`src/rtl/xbar_rx_collector.sv`:
```
// Pairs header and payload slots from the crossbar receiver into full frames
// and hands them to the output-pipe transactor through a small FWFT FIFO.
module xbar_rx_collector #(
  parameter int unsigned PORTS        = 8,
  parameter int unsigned PACKET_WIDTH = 8,
  parameter int unsigned DEPTH        = 4
) (
  input  logic                            clk,
  input  logic                            rst,
  input  logic                            clear,
  input  logic                            slot_strobe,
  input  logic                            slot_is_header,
  input  logic [PORTS*PACKET_WIDTH-1:0]   rx_data,
  output logic                            out_valid,
  input  logic                            out_ready,
  output logic [2*PORTS*PACKET_WIDTH-1:0] out_data,
  output logic [$clog2(DEPTH):0]          fill_level,
  output logic [15:0]                     frame_count,
  output logic                            overflow,
  output logic                            seq_err
);

  localparam int unsigned W  = PACKET_WIDTH;
  localparam int unsigned DW = PORTS * W;
  localparam int unsigned FW = 2 * DW;
  localparam int unsigned AW = $clog2(DEPTH);

  typedef enum logic [0:0] {StWaitHdr, StWaitPld} state_e;

  state_e          state_q, state_d;
  logic [DW-1:0]   hdr_q, hdr_d;
  logic [FW-1:0]   mem_q [DEPTH];
  logic [AW:0]     wptr_q, rptr_q;
  logic [15:0]     frame_count_q;
  logic            overflow_q, seq_err_q, seq_err_d;

  logic            frame_valid;
  logic [FW-1:0]   frame;
  logic            full, empty, pop, push_ok;

  // Slot sequencing: a header must precede each payload.
  always_comb begin
    state_d     = state_q;
    hdr_d       = hdr_q;
    seq_err_d   = seq_err_q;
    frame_valid = 1'b0;
    if (slot_strobe) begin
      unique case (state_q)
        StWaitHdr: begin
          if (slot_is_header) begin
            hdr_d   = rx_data;
            state_d = StWaitPld;
          end else begin
            seq_err_d = 1'b1;
          end
        end
        StWaitPld: begin
          if (slot_is_header) begin
            hdr_d     = rx_data;
            seq_err_d = 1'b1;
          end else begin
            frame_valid = 1'b1;
            state_d     = StWaitHdr;
          end
        end
        default: state_d = StWaitHdr;
      endcase
    end
  end

  // Per port: header in the upper word, payload in the lower word.
  always_comb begin
    frame = '0;
    for (int i = 0; i < PORTS; i++) begin
      frame[i*2*W+W +: W] = hdr_q[i*W +: W];
      frame[i*2*W   +: W] = rx_data[i*W +: W];
    end
  end

  assign empty   = (wptr_q == rptr_q);
  assign full    = (wptr_q[AW-1:0] == rptr_q[AW-1:0]) && (wptr_q[AW] != rptr_q[AW]);
  assign pop     = !empty && out_ready;
  // A full FIFO still accepts when the head leaves in the same cycle.
  assign push_ok = frame_valid && (!full || pop);

  always_ff @(posedge clk or negedge rst) begin
    if (!rst) begin
      state_q       <= StWaitHdr;
      hdr_q         <= '0;
      wptr_q        <= '0;
      rptr_q        <= '0;
      frame_count_q <= '0;
      overflow_q    <= 1'b0;
      seq_err_q     <= 1'b0;
      for (int i = 0; i < DEPTH; i++) mem_q[i] <= '0;
    end else if (clear) begin
      state_q       <= StWaitHdr;
      hdr_q         <= '0;
      wptr_q        <= '0;
      rptr_q        <= '0;
      frame_count_q <= '0;
      overflow_q    <= 1'b0;
      seq_err_q     <= 1'b0;
      for (int i = 0; i < DEPTH; i++) mem_q[i] <= '0;
    end else begin
      state_q   <= state_d;
      hdr_q     <= hdr_d;
      seq_err_q <= seq_err_d;
      if (pop) rptr_q <= rptr_q + 1'b1;
      if (push_ok) begin
        mem_q[wptr_q[AW-1:0]] <= frame;
        wptr_q                <= wptr_q + 1'b1;
        frame_count_q         <= frame_count_q + 16'd1;
      end
      if (frame_valid && !push_ok) overflow_q <= 1'b1;
    end
  end

  assign out_valid   = !empty;
  assign out_data    = mem_q[rptr_q[AW-1:0]];
  assign fill_level  = wptr_q - rptr_q;
  assign frame_count = frame_count_q;
  assign overflow    = overflow_q;
  assign seq_err     = seq_err_q;

endmodule
```
`config.mk`:
```
export PLATFORM = sky130hd
export DESIGN_NAME = xbar_rx_collector
export DESIGN_NICKNAME = d
export VERILOG_FILES = /design/src/rtl/xbar_rx_collector.sv
export SDC_FILE = /design/constraint.sdc
export NUM_CORES = 1
export LEC_CHECK = 0
export ABC_AREA = 1
export BUFFER_PORTS_ARGS = -buffer_cell sky130_fd_sc_hd__buf_2
export CAP_MARGIN = 20
export CORE_ASPECT_RATIO = 0.6
export CORE_MARGIN = 1.5
export CORE_UTILIZATION = 60
export DETAILED_ROUTE_END_ITERATION = 8
export MAX_ROUTING_LAYER = met4
export PLACE_DENSITY_LB_ADDON = 0.1
export SYNTH_ARGS = -nofsm -noshare
export SYNTH_HDL_FRONTEND = slang
export SYNTH_SLANG_ARGS = --single-unit
```
`constraint.sdc`:
```
create_clock -name clk -period 3 [get_ports clk]
set_input_delay 0.15 -clock clk [delete_from_list [all_inputs] [get_ports clk]]
set_output_delay 0.15 -clock clk [all_outputs]
set_load 0.03 [all_outputs]
```
======== Yosys cells after proc, flatten, opt, wreduce, memory -nomap -nowiden ========
Index checks and enable logic that the tools add are counted.
Widths: inputs -> output; s select.
word-level totals
  register bits after elaboration ......... 601
  input port bits ......................... 70
  word-level logic and storage cells ...... 72
cells by class
  add/subtract/negate cells ............... 4
  order comparisons ....................... 3
  eq/ne operators ......................... 5
  muxes and demuxes ....................... 30
  bitwise logic cells ..................... 3
  reduce and logical (&&, ||, !) cells .... 16
operators by type and width
  operator               number
  $mux 512               2
  $bwmux 512             1
  $mux 128               3
  $bmux 128 s2           1
  $demux 128 s2          1
  $mux 64                3
  $mux 16                2
  $add 16x1->16 const B  1
  $mux 1                 12
  $mux 3                 4
  $reduce_bool 2->1      5
  $add 3x1->3 const B    2
  $ge 3x3->1 const B     2
  $ne 3x3->1 const B     2
  $not 2->3              2
  $logic_and 1x1->1      5
  $eq 3x3->1             1
  $logic_not 1->1        3
  $lt 3x1->1 const B     1
  $reduce_and 3->1       1
  $sub 3x3->3            1
  $eq 2x2->1             1
  $pmux 1 s2             1
  $reduce_and 2->1       1
  3 further kinds        3

======== Longest topological paths before layout ========
Gate-level depths: netlist of the first run.
  word-level depth ........................ 9
  gate-level depth with buffers ........... 14
  gate-level depth less buffers ........... 10

======== Least setup slack after synthesis of the first run ========
No wires, ideal clock.
  path kind ............................... register to register
  start ................................... register rptr_q[1]
  end ..................................... register mem_q[174] (netlist bit)
  arrival ................................. 2.195 ns
  required time ........................... 2.878 ns
  path slack .............................. 0.682 ns
  cell stages (with the launch flop) ...... 15
  buffers on the path ..................... 5
  period minus slack after synthesis ...... 2.318 ns
  cell sequence ........................... dfrtp_1 -> inv_1 -> clkbuf_1 -> clkbuf_1 -> ha_1 -> nand2_1 -> nor2_1 -> nand2_2 -> nand2_4 -> clkinv_2 -> buf_6 -> nand3_4 -> buf_6 -> buf_6 -> o21ai_1
between the ends
  longest elaborated chain between the ends .. 6
RTL lines
  item                                                  RTL line  source
  start, declared                                       33        logic [AW:0] wptr_q, rptr_q;
  start signal, assigned                                109       if (pop) rptr_q <= rptr_q + 1'b1;
  $eq 3x3->1 or $eq 2x2->1 (tied branches)              80, 81
  $logic_not 1->1 or $logic_and 1x1->1 (tied branches)  82, 81
  $logic_and 1x1->1 or $logic_not 1->1 (tied branches)  82, 84
  $logic_or 1x1->1 *                                    84        assign push_ok = frame_valid && (!full || pop);
  $logic_and 1x1->1 *                                   84
  $reduce_bool 2->1 (no source line) *                  -
  end signal, assigned by index                         111       mem_q[wptr_q[AW-1:0]] <= frame;
  end, declared                                         32        logic [FW-1:0] mem_q [DEPTH];
Mark *: on every way between the ends. The rest lies on a longest branch, timed or not.
A chain may end at the register's enable or synchronous reset.

======== Worst setup path in the final report of the first run ========
  start ................................... register rptr_q[0]
  end ..................................... output port out_data[122]
between the ends
  longest elaborated chain between the ends .. 4
RTL lines
  item                                          RTL line  source
  $not 2->3 (not written as such)               120       assign out_data = mem_q[rptr_q[AW-1:0]];
  $bmux 128 s2                                  120
  $mux 128 (not written as such) (2 in series)  120
  end, declared                                 16        output logic [2*PORTS*PACKET_WIDTH-1:0] out_data,
No other way between the ends. The select of a mux whose other input is x is not followed.

==> impl_summary.md, run 1 <==
Logic synthesis
The number of instances in the synthesized netlist is 2,868. The average cell area after synthesis is 9.03 um2. The net count after synthesis is 2,947. The number of warning messages in the yosys log is 0. The post-synthesis instance area is 0.0259 mm2. After synthesis, the cell types taking the most area are sky130_fd_sc_hd__dfrtp_1, sky130_fd_sc_hd__o21ai_0, sky130_fd_sc_hd__nand2_1. The largest total area in the synthesized netlist belongs to sky130_fd_sc_hd__dfrtp_1. For this run, the register share of the synthesized area comes to 58.1%.

The netlist uses 30 different library cells. After synthesis, the largest area contributor takes up 58.1% of total cell area. The post-synthesis register bit count is 601.

Critical path
The reg-to-reg startpoint is wptr_q[0]. STA classifies the critical path endpoint as a primary output. At the worst endpoint, the required time is 2.85 ns. The critical path is of the flip-flop to primary output type.

The startpoint type of the worst setup path is a flip-flop. The highest net fanout along the worst path is 59. The worst setup path startpoint is rptr_q[0]. The worst endpoint data arrival time is 2.75 ns.

Clocking
The latest clock arrival within the worst-skew pair is 0.60 ns. The clock net in this run drives a total of 601 sinks. The number of setup buffers added after CTS is 0. CTS placed an instance of sky130_fd_sc_hd__clkbuf_16 at the clock tree root. The clock tree from TritonCTS is yes. The H-tree depth reported by CTS is 2.

The number of CTS-inserted buffers is 54. The deepest clock path buffer count is 3. The clock transition at the registers of the reported paths is 0.06 ns.

Layout
The repair_antennas step left the layout with diodes totalling 0. The area added between synthesis and finish is 16.2%. In the final design database the tool counted 3,143 nets. The post-route netlist has 14.8% of its cells at a drive strength greater than 1.

Placement
The sum of net half-perimeters after detailed placement is 42.4 mm. The weighted congestion at the end of routability-driven global placement is 0.853. The worst slack at placement is 0.426 ns. Buffers placed on the I/O ports in this run total 219.

STA
The max-slew violation count is 0. Setup violations remaining at the end of the flow were counted as 0. Static timing analysis puts the maximum clock frequency at 345 MHz. Setup slack on the critical path of the routed design comes to 0.0997 ns.

The final-report hold violation count is 0. The post-route clock skew is 0.0114 ns. Measured against its own limit, the worst slew margin works out to 28.2%. The final critical path takes up 96.7% of the cycle.

The slew at the pin with the worst max-slew slack is 1.07 ns. The time the final worst path needs with I/O delays and setup is 2.90 ns. Summed over all failing endpoints, the final setup total negative slack is 0 ns.

Setup repair after global routing left no endpoint under its margin.

Detailed routing
The final route contains 22,400 vias. Dividing the detail-routed via count by the number of cells gives 6.08. The number of DRC markers after the initial detailed-route iteration is 2,388. The first detailed-routing pass ran for 5 iterations. For this run, design rule violations remaining after detail routing come to 0. Dividing the detail-routed wire length by the instance count gives 20.6 um. Once detail routing completed, the nets flagged for antenna violations numbered 0. For this block, the routed nets add up to 75.6 mm of wire.

GRT
The total track usage is 35.5%. The number of global-route vias before repair is 22,500. Entering global routing, the biggest net connects 131 pins. For this run the aggregate overflow at the end of global routing stands at 0. The first-pass GRT wire length is 122 mm. The initial antenna violation count is 0.

Die
The area inside the core boundary is 0.0422 mm2. The die covers 0.0445 mm2. Pin placement for this block handled 220 I/O pins.

For this configuration, the core starts out at a cell density of 61.3%. The die is 164 um tall. In this run the core area contains 58 standard-cell rows.

From left edge to right edge, the die measures 271 um.

Pwr
For this design the static power due to leakage is 0.0145 uW. IR analysis of the VDD net gives a maximum drop of 0.503 mV. The power density normalized to cell area is 560 mW/mm2.

Worst hold path
The path category of the worst min-delay check is input pin to asynchronous set/reset pin.

Run status
The run finished with clean final reports.

Job
The tool flagged a number of max-cap violations equal to 0.
==> flip-flops by register name, summed over array words and instances, names as in the netlist <==
register and flops:
seq_err 1, state_q 1, frame_count 16, mem_q 512, rptr_q 3, wptr_q 3
overflow 1, hdr_q 64
==> worst max-delay path, cell delays in order (launching register included) <==
cell and delay, ns:
sky130_fd_sc_hd__dfrtp_4 0.46, sky130_fd_sc_hd__buf_6 0.39, sky130_fd_sc_hd__buf_8 0.40, sky130_fd_sc_hd__o21ai_0 0.16, sky130_fd_sc_hd__o22ai_1 0.42, sky130_fd_sc_hd__buf_2 0.29
==> report_power, final <==
group          total, uW  leakage, uW  internal (uW)  switching, uW
logic               1650      0.00526            446           1200
registers           8190      0.00836           8170           25.6
clock network       7000     0.000870           3920           3080
==> final cells by class <==
type | count | area [um2]
Tap cell | 570 | 713
Inverter | 161 | 613
Sequential cell | 601 | 15000
Clock buffer | 87 | 1690
Timing Repair Buffer | 354 | 2770
Fill cell | 3267 | 12100
Clock inverter | 11 | 87.6
Multi-Input combinational cell | 1892 | 9170
==> synth_stat cells (all sizes together) <==
library cell	instances
ha	8
nand2	571
buf	118
xnor2	1
o21bai	1
dfrtp	601
fa	1
o22ai	192
nand3	31
nor3b	2
clkbuf	96
clkinv	1
nand4	11
o31ai	2
xor2	5
inv	160
nor3	1
a21oi	2
nor2	281
o21ai	783
==> layer usage <==
metal  GRT usage, %  vias to the layer above  wire length, um  part of all wire (%)
li1               -                    10000                -                     -
met1           48.2                    11100            31500                    42
met2           55.5                     1124            35900                    47
met3           5.76                      134             6430                   8.5
met4           11.0                        0             1810                   2.4
met5              -                        -                0                     0
==> worst paths after layout <==
path / endpoint / slack [ns] / depth (start not counted)
max in group asynchronous: mem_q[73] / 1.78 / 4
setup / recovery: out_data[122] / 0.1 / 5
hold reg to reg: mem_q[170] / 0.48 / 2
min in group clk: mem_q[497] / 0.37 / 4
hold / removal: mem_q[18] / 0.14 / 2
setup reg to reg: mem_q[237] / 0.37 / 10
==> per-stage QoR <==
stage	cells	power (uW)	utilization [%]	cell area, um2	hold WS, ns
2_1_floorplan	2868	9210	-	25900	-0.146
3_3_place_gp	3508	9870	65.3	27600	0.181
3_5_place_dp	3508	9900	65.3	27600	0.187
4_1_cts	3676	16900	71.2	30100	0.166
5_1_grt	3676	17400	71.3	30100	0.190
6_report	3676	16800	71.3	30100	0.143
==> kinds of logic after synthesis <==
kind of cell             count (synthesis)  synth area share (%)
AND/OR/NAND/NOR                        897                  13.6
AO/OA/AOI/OAI                          980                  20.9
adder cells (fa/ha/maj)                  9                 0.464
flip-flops                             601                  58.1
XOR/XNOR                                 6                 0.203
buffers and inverters                  375                  6.79
==> what timing repair did <==
action,CTS,global route
setup endpoints to repair,31,1
resized for setup,3,2
endpoints found under the hold margin,387,0
hold buffers,69,0
cloned,1,0
==> layout by cell type, fill, tap and decap left out, types with 3 or more instances in the layout <==
master	synthesis	layout
sky130_fd_sc_hd__dlygate4sd3_1	0	69
sky130_fd_sc_hd__clkinv_2	1	8
sky130_fd_sc_hd__inv_1	158	156
sky130_fd_sc_hd__o21ai_2	71	69
sky130_fd_sc_hd__clkbuf_1	96	15
sky130_fd_sc_hd__nor2_1	281	280
sky130_fd_sc_hd__nand3_1	27	26
sky130_fd_sc_hd__o21ai_0	515	515
sky130_fd_sc_hd__dfrtp_1	601	599
sky130_fd_sc_hd__o21ai_1	197	195
sky130_fd_sc_hd__xor2_1	5	5
sky130_fd_sc_hd__clkinvlp_4	0	3
sky130_fd_sc_hd__clkbuf_16	0	57
sky130_fd_sc_hd__nand3_4	3	5
sky130_fd_sc_hd__ha_1	8	8
sky130_fd_sc_hd__o21ai_4	0	4
sky130_fd_sc_hd__nand2_1	567	567
sky130_fd_sc_hd__o22ai_1	192	192
sky130_fd_sc_hd__buf_12	0	34
sky130_fd_sc_hd__buf_2	72	218
sky130_fd_sc_hd__buf_4	3	28
sky130_fd_sc_hd__clkbuf_8	0	15
sky130_fd_sc_hd__nand4_1	11	11
No activity file was read; power rests on OpenSTA's default activity.
==> inputs of run 2 (changes only) <==
ABC_AREA = 0   (was 1)
CORE_UTILIZATION = 54   (was 60)
clock period = 2.37 ns   (was 3 ns; I/O delays follow)
==> run 2 against run 1 <==
Effect of this change:
- the flow now finishes with violations (setup timing)
- final area increased by 1.4%
- area after synthesis decreased by 4.7%
- routed wire length decreased by 5.9%
- die area increased by 5.8%
- first-iteration DRC count decreased by 32%
- largest cell class unchanged
==> impl_summary.md, run 2 <==
STA
The final critical-path setup slack is -0.00819 ns (was 0.0997 ns). The setup TNS after final layout is -0.0164 ns (was 0 ns). The time the final worst path needs with I/O delays and setup is 2.38 ns. Setup repair after global routing missed its margin: true (was false).

The relative max-transition margin is 31.7% (was 28.2%). The slew at the pin with the worst max-slew slack was 1.02 ns (was 1.07 ns). After layout, the worst path uses 100% of the clock period.

The final-report hold violation count is 0 (unchanged). The total of endpoints with negative setup slack in the final report was 2 (was 0). The max-slew violation count was 0 (unchanged). The post-route clock skew is 0.0245 ns (was 0.0114 ns). The peak clock frequency supported by timing is 420 MHz.

Critical path
The kind of cell with the highest combined delay on the critical path was buffers and inverters (unchanged). The kind of end point of the critical path is a primary output (unchanged). The cell with the biggest individual delay on the critical path was sky130_fd_sc_hd__mux4_2 (was sky130_fd_sc_hd__dfrtp_4). The worst endpoint data arrival time is 2.26 ns (was 2.75 ns). The buffer and inverter count on the worst path came to 3 (unchanged). The required time at the endpoint of the critical path is 2.25 ns (was 2.85 ns). The setup slack on the worst flop-to-flop path is 0.04 ns (was 0.37 ns). The highest net fanout along the worst path is 26 (was 59). The startpoint type of the worst setup path is a flip-flop (unchanged). The largest incremental delay on the critical path is 0.58 ns (was 0.46 ns).

Crit-path cells: buf_12 -> buf_16 -> mux4_2 -> buf_6 (was buf_6 -> buf_8 -> o21ai_0 -> o22ai_1 -> buf_2). The kind of critical path is flip-flop to primary output (unchanged).

Detailed routing
The number of nets with antenna violations after detailed routing is 0 (unchanged). The highest metal layer with signal wires is met4 (unchanged). The met1 wire length came to 32.1 mm (was 31.5 mm). The average detailed-routed wire length per instance is 28.3 um (was 20.6 um). The post-detailed-route via-to-cell ratio is 6.75 (was 6.08). The DRC violation count after routing is 0 (unchanged). The length of routed met2 wiring is 32.1 mm (was 35.9 mm).

The iteration count of the initial detailed-routing pass is 5 (unchanged). The final routed wirelength across all metal layers was 71.2 mm (was 75.6 mm). The number of DRC markers after the initial detailed-route iteration is 1,617 (was 2,388).

The total number of vias is 17,000 (was 22,400). The wire length on met3 is 5.35 mm (was 6.43 mm).

Logic synthesis
Synth area leaders: sky130_fd_sc_hd__dfrtp_1, sky130_fd_sc_hd__a22o_1, sky130_fd_sc_hd__mux4_2 (was sky130_fd_sc_hd__dfrtp_1, sky130_fd_sc_hd__o21ai_0, sky130_fd_sc_hd__nand2_1). The basic-gate share of the synthesized area counting and, or, nand and nor cells is 1.35% (was 13.6%). The net count after synthesis is 1,667 (was 2,947).

The primary flip-flop cell chosen by synthesis mapping is sky130_fd_sc_hd__dfrtp_1 (unchanged). The post-synthesis cell type count is 40 (was 30). The number of synthesized flops with an enable pin is 0 (unchanged).

The main combinational cell family by area after synthesis was compound AO/OA/AOI/OAI gates (unchanged). The sequential cell area fraction in the yosys report is 60.9% (was 58.1%). The proportion of synthesized flip-flops having asynchronous set or reset is 100% (unchanged). The post-synthesis instance area is 0.0247 mm2 (was 0.0259 mm2). The number of instances in the synthesized netlist was 1,588 (was 2,868).

The most area-hungry cell type in the Yosys netlist is sky130_fd_sc_hd__dfrtp_1 (unchanged). The post-synthesis register bit count was 601 (unchanged). The proportion of synthesized area in mux cells is 12.0% (was 0%). The compound-gate portion of the synthesized area is 21.2% (was 20.9%).

The share of the synthesized netlist area taken by xor and xnor gates came to 0.537% (was 0.203%). The number of warning messages in the yosys log came to 0 (unchanged). The area share of the largest cell type after synthesis was 60.9% (was 58.1%). The leading cell type by number of instances after synthesis is sky130_fd_sc_hd__dfrtp_1 (unchanged). Commonest cells in the synthesized netlist: sky130_fd_sc_hd__dfrtp_1, sky130_fd_sc_hd__a22o_1, sky130_fd_sc_hd__mux4_2 (was sky130_fd_sc_hd__dfrtp_1, sky130_fd_sc_hd__nand2_1, sky130_fd_sc_hd__o21ai_0). The share of synthesized cell area in full adder, half adder and majority cells is 0.486% (was 0.464%). The average cell area after synthesis is 15.6 um2 (was 9.03 um2).

Pwr
The static leakage is 0.0145 uW (about the same). The part of the total power dissipated in the clock network came to 44.4% (was 41.6%). The share of total power in combinational logic is 6.5% (was 9.8%). The internal power is 16,300 uW (was 12,500 uW).

The power density normalized to cell area was 696 mW/mm2 (was 560 mW/mm2). The fraction of power spent switching nets came to 23.2% (was 25.6%). The maximum resistive drop on vdd is 0.595 mV (was 0.503 mV). The switching power of the nets came to 4920 uW (was 4310 uW). The share of total power in sequential cells is 49.1% (was 48.6%).

Clocking
The number of CTS-inserted buffers was 54 (unchanged). The latest clock arrival within the worst-skew pair is 0.59 ns (was 0.60 ns). The number of clock sinks seen by CTS is 601 (unchanged). The clock tree from TritonCTS is yes (unchanged). The H-tree depth reported by CTS was 2 (unchanged).

The deepest clock path buffer count is 3 (unchanged). The clock transition at the registers of the reported paths was 0.07 ns (was 0.06 ns). The clock root buffer is sky130_fd_sc_hd__clkbuf_16 (unchanged).

Placement
The weighted congestion at the end of routability-driven global placement came to 0.798 (was 0.853). The count of input and output buffers is 219 (unchanged). The sum of net half-perimeters after detailed placement was 37.2 mm (was 42.4 mm).

GRT
The total congestion overflow is 0 (unchanged). The first-pass GRT wire length is 109 mm (was 122 mm). The largest net degree at the start of global routing is 86 (was 131).

The total track usage was 31.0% (was 35.5%). The number of global-route vias before repair is 17,700 (was 22,500). The initial antenna violation count was 2 (was 0).

Layout
The flip-flop count of the largest register, all copies and words added was 512 (unchanged). The post-layout net count is 1,964 (was 3,143). The proportion of layout cells with a drive suffix above 1 is 29.3% (was 14.8%).

The area added between synthesis and finish came to 23.6% (was 16.2%). Commonest non-fill, non-tap cells in the layout: sky130_fd_sc_hd__dfrtp_1, sky130_fd_sc_hd__a22o_1, sky130_fd_sc_hd__buf_2, sky130_fd_sc_hd__mux4_2, sky130_fd_sc_hd__buf_6 (was sky130_fd_sc_hd__dfrtp_1, sky130_fd_sc_hd__nand2_1, sky130_fd_sc_hd__o21ai_0, sky130_fd_sc_hd__nor2_1, sky130_fd_sc_hd__buf_2). The fraction of the core area covered by cells at the end of the flow is 67.9% (was 71.3%). The number of fillers in the final layout came to 3,067 (was 3,267).

The register containing the most flip-flops in the final layout is mem_q (unchanged). The leading cell type in the layout, fill and taps excluded is sky130_fd_sc_hd__dfrtp_1 (unchanged).

Run status
The checks that failed: setup timing. Result of the run: finished with violations (was completed).

Die
The horizontal die dimension is 279 um (was 271 um). The vertical die dimension came to 169 um (was 164 um). The area inside the core boundary came to 0.0450 mm2 (was 0.0422 mm2). The initial core utilization is 54.9% (was 61.3%).

The full die area was 0.0471 mm2 (was 0.0445 mm2). The boundary pin count is 220 (unchanged). The number of placement rows is 60 (was 58).

Job
The number of violations of the max-capacitance limit is 0 (unchanged).

Worst hold path
The path category of the worst min-delay check was input pin to asynchronous set/reset pin (unchanged).
[run 2: cell types whose count changed after synthesis, moves of 20 or more]
cell,previous run,this run
sky130_fd_sc_hd__a22o_1,0,571
sky130_fd_sc_hd__clkbuf_1,96,34
sky130_fd_sc_hd__inv_1,158,5
sky130_fd_sc_hd__mux4_2,0,128
sky130_fd_sc_hd__nand2_1,567,6
sky130_fd_sc_hd__nand3_1,27,7
sky130_fd_sc_hd__nor2_1,281,21
sky130_fd_sc_hd__o21ai_0,515,9
sky130_fd_sc_hd__o21ai_1,197,0
sky130_fd_sc_hd__o21ai_2,71,0
sky130_fd_sc_hd__o22ai_1,192,0
[run 2: power by group through the flow]
stage / Sequential [uW] / Combinational, uW / Clock (uW)
after floorplan: 10600 / 518 / 0
after global placement: 10600 / 1190 / 0
final: 10400 / 1380 / 9430
after global routing: 10400 / 1490 / 9980
after detailed placement: 10600 / 1200 / 0
after CTS: 10400 / 1380 / 9540
[run 2: kinds of logic after synthesis]
| group | count (synthesis) |
|---|---|
| xor gates and xnor gates | 13 |
| adders and majority gates | 9 |
| AOI/OAI and AO/OA | 607 |
| DFF | 601 |
| muxes | 136 |
| and+or+nand+nor | 61 |
| buffers and inverters | 161 |
[run 2: routing by layer]
layer / vias up / global-route usage [%]
met5: - / -
met3: 117 / 5.69
li1: 6961 / -
met2: 777 / 44.6
met4: 0 / 7.68
met1: 9163 / 46.1
[run 2: final timing paths]
path | startpoint | cells past startpoint | to
min in group clk | rx_data[16] | 3 | hdr_q[16]
hold / removal | rst | 2 | mem_q[263]
hold reg to reg | mem_q[106] | 1 | mem_q[106]
max in group asynchronous | rst | 4 | mem_q[167]
setup / recovery | rptr_q[0] | 4 | out_data[39]
setup reg to reg | rptr_q[0] | 8 | mem_q[319]
[run 2: final cells by class]
type                    instances  area, um2  share of cell area [%]
multi-input cells             826       8900                    29.2
clock inverters                26        350                    1.15
inverters                       5       21.3                  0.0697
well taps                     589        737                    2.42
flip-flops and latches        601      15000                    49.3
repair buffers                397       3900                    12.8
clock buffers                  74       1560                    5.10
diodes                          2       5.00                  0.0164
[run 2: timing repair]
item	4_1_cts	5_1_grt
resized for setup	170	28
pin swaps	1	3
endpoints found under the setup margin	269	442
gates cloned	9	4
hold buffers	70	0
setup buffers	3	9
hold endpoints to repair	547	0
[run 2: stage by stage]
| step | hold WS (ns) | instances | cell area, um2 | total power [uW] | setup slack, ns |
|---|---|---|---|---|---|
| CTS | 0.0863 | 2505 | 30300 | 21300 | -0.0488 |
| global placement | 0.111 | 2323 | 26800 | 11800 | -0.110 |
| floorplan | -0.177 | 1588 | 24800 | 11100 | -0.0908 |
| global route | 0.112 | 2520 | 30500 | 21900 | -0.0692 |
| detailed placement | 0.117 | 2323 | 26800 | 11800 | -0.175 |
| finish | 0.0836 | 2520 | 30500 | 21200 | -0.00819 |
==> inputs of run 3 (changes only) <==
CORE_ASPECT_RATIO = 1.5   (was 0.6)
GPL_ROUTABILITY_DRIVEN = 0   (was default)
==> run 3 against run 2 <==
Effect of this change:
- the run still ends with setup timing left
- sequential power is essentially flat
- routed wire length shrank 0.68%
- global-route usage grew 0.73 points
- flip-flop and latch count is the same
- worst setup slack lost 0.015 ns
- sequential share of layout area shrank 0.40 points
- critical path depth is the same
==> impl_summary.md, run 3 (synthesis results as in run 2) <==
Detailed routing
The met1 wire length is 28.5 mm (was 32.1 mm). The total number of vias is 16,800 (was 17,000). The length of routed met2 wiring is 34.9 mm (was 32.1 mm). The iteration count of the initial detailed-routing pass is 5 (unchanged). The highest metal layer with signal wires is met4 (unchanged). The average detailed-routed wire length per instance is 28.1 um (was 28.3 um). The DRC violation count after routing is 0 (unchanged). The number of DRC markers after the initial detailed-route iteration is 1,296 (was 1,617).

The wire length on met3 is 4.85 mm (was 5.35 mm). The final routed wirelength across all metal layers came to 70.7 mm (was 71.2 mm). The number of nets with antenna violations after detailed routing is 0 (unchanged). The post-detailed-route via-to-cell ratio was 6.70 (was 6.75).

Pwr
The static leakage is 0.0146 uW (was 0.0145 uW). The power density normalized to cell area is 700 mW/mm2 (was 696 mW/mm2). The maximum resistive drop on vdd is 0.568 mV (was 0.595 mV).

Layout
The leading cell type in the layout, fill and taps excluded is sky130_fd_sc_hd__dfrtp_1 (unchanged). The area added between synthesis and finish is 24.6% (was 23.6%). The proportion of layout cells with a drive suffix above 1 came to 29.6% (was 29.3%). The diode insertion count for antenna repair was 0 (was 2). Commonest non-fill, non-tap cells in the layout: sky130_fd_sc_hd__dfrtp_1, sky130_fd_sc_hd__a22o_1, sky130_fd_sc_hd__buf_2, sky130_fd_sc_hd__mux4_2, sky130_fd_sc_hd__buf_6 (unchanged). The flip-flop count of the largest register, all copies and words added is 512 (unchanged). The register containing the most flip-flops in the final layout is mem_q (unchanged). The post-layout net count is 1,965 (was 1,964). The fraction of the core area covered by cells at the end of the flow was 68.5% (was 67.9%).

Critical path
The required time at the endpoint of the critical path was 2.25 ns (about the same). The worst endpoint data arrival time is 2.27 ns (was 2.26 ns). Crit-path cells: buf_16 -> buf_8 -> mux4_2 -> buf_2 (was buf_12 -> buf_16 -> mux4_2 -> buf_6). The kind of end point of the critical path is a primary output (unchanged). The highest net fanout along the worst path is 6 (was 26). The startpoint type of the worst setup path is a flip-flop (unchanged).

The cell with the biggest individual delay on the critical path is sky130_fd_sc_hd__mux4_2 (unchanged). The kind of critical path is flip-flop to primary output (unchanged). The largest incremental delay on the critical path is 0.59 ns (was 0.58 ns).

STA
The final-report hold violation count was 0 (unchanged). The peak clock frequency supported by timing is 418 MHz (was 420 MHz). The final critical-path share of the clock period is 101% (was 100%). The final critical-path setup slack is -0.0234 ns (was -0.00819 ns). The slew at the pin with the worst max-slew slack was 1.03 ns (was 1.02 ns). Setup repair after global routing missed its margin: true (unchanged).

The time the final worst path needs with I/O delays and setup is 2.39 ns (was 2.38 ns). The post-route clock skew was 0.0105 ns (was 0.0245 ns). The relative max-transition margin was 31.1% (was 31.7%). The total of endpoints with negative setup slack in the final report came to 17 (was 2).

The final-layout worst hold slack is 0.0595 ns (was 0.0836 ns). The max-slew violation count is 0 (unchanged).

Die
The initial core utilization is 55.0% (was 54.9%). The horizontal die dimension came to 178 um (was 279 um). The boundary pin count is 220 (unchanged). The area inside the core boundary was 0.0449 mm2 (was 0.0450 mm2). The vertical die dimension is 265 um (was 169 um). The number of placement rows was 95 (was 60). The full die area came to 0.0471 mm2 (about the same).

Job
The number of violations of the max-capacitance limit was 0 (unchanged).

Clocking
The clock tree from TritonCTS is yes (unchanged). The clock transition at the registers of the reported paths is 0.07 ns (about the same). The deepest clock path buffer count came to 3 (unchanged). The number of CTS-inserted buffers is 55 (was 54). The latest clock arrival within the worst-skew pair is 0.60 ns (was 0.59 ns). The H-tree depth reported by CTS is 2 (unchanged). The number of clock sinks seen by CTS came to 601 (unchanged). The clock root buffer is sky130_fd_sc_hd__clkbuf_16 (unchanged).

GRT
The number of global-route vias before repair is 18,100 (was 17,700). The first-pass GRT wire length is 111 mm (was 109 mm). The largest net degree at the start of global routing is 111 (was 86). The initial antenna violation count is 0 (was 2).

The total track usage came to 31.7% (was 31.0%). The total congestion overflow came to 0 (unchanged).

Placement
The count of input and output buffers is 219 (unchanged). The sum of net half-perimeters after detailed placement is 38.4 mm (was 37.2 mm).

Run status
Violated checks: setup timing (unchanged). Result of the run: finished with violations (unchanged).

Worst hold path
The path category of the worst min-delay check was input pin to asynchronous set/reset pin (unchanged).
==> run 3: cell count changes in the layout (fill, tap and decap cells not counted), moves of 3 or more <==
| cell | before | now |
|---|---|---|
| sky130_fd_sc_hd__buf_12 | 36 | 47 |
| sky130_fd_sc_hd__buf_2 | 140 | 133 |
| sky130_fd_sc_hd__buf_4 | 52 | 48 |
| sky130_fd_sc_hd__buf_6 | 78 | 81 |
| sky130_fd_sc_hd__buf_8 | 5 | 2 |
| sky130_fd_sc_hd__clkbuf_16 | 58 | 61 |
==> run 3: layout make-up <==
cell class                      count  area (um2)
Fill cell                        3084       14200
Timing Repair Buffer              397        4070
Tap cell                          582         728
Inverter                            5        21.3
Sequential cell                   601       15000
Clock inverter                     23         327
Multi-Input combinational cell    826        8920
Clock buffer                       80        1650
==> run 3: where the power goes <==
| part | switching (uW) | internal, uW |
|---|---|---|
| Sequential | 95.1 | 10300 |
| Clock | 3970 | 5710 |
| Combinational | 879 | 560 |
| Total | 4940 | 16600 |
==> run 3: worst paths after layout <==
kind / startpoint / end / slack [ns] / cells past startpoint
max in group asynchronous: rst / mem_q[454] / 1.37 / 3
min: rst / mem_q[228] / 0.06 / 2
min in group clk: rx_data[19] / hdr_q[19] / 0.34 / 3
max: rptr_q[0] / out_data[122] / -0.02 / 4
max reg2reg: rptr_q[0] / mem_q[332] / 0.02 / 6
min reg2reg: mem_q[284] / mem_q[284] / 0.49 / 1
==> run 3: what timing repair did <==
action / in CTS / in global routing
gates cloned: 10 / 4
endpoints found under the setup margin: 130 / 296
hold endpoints to repair: 665 / 0
pin swaps: 4 / 18
buffers inserted: 6 / 12
resized for setup: 166 / 38
hold buffers: 69 / 0
==> run 3: worst max-delay path, delay by kind of cell (launching register included) <==
family / cells / cell delay (ns)
multiplexers: 1 / 0.59
buffers and inverters: 3 / 0.57
flip-flops: 1 / 0.52
==> run 3: metrics by stage <==
stage / cell area [um2] / instances / total power [uW] / setup slack [ns] / TNS, ns
after floorplan: 24800 / 1588 / 11100 / -0.0908 / -18.67
after global placement: 27000 / 2313 / 11800 / 0.0832 / 0
after detailed placement: 27000 / 2313 / 11900 / 0.0877 / 0
after CTS: 30500 / 2501 / 21700 / -0.0832 / -3.45
after global routing: 30800 / 2514 / 22200 / -0.0662 / -4.13
final: 30800 / 2514 / 21500 / -0.0234 / -0.127
==> run 3: layer usage <==
| metal | up-vias | track usage, % |
|---|---|---|
| met5 | - | - |
| li1 | 6953 | - |
| met3 | 137 | 5.13 |
| met4 | 0 | 11.2 |
| met1 | 9063 | 42.7 |
| met2 | 694 | 49.3 |
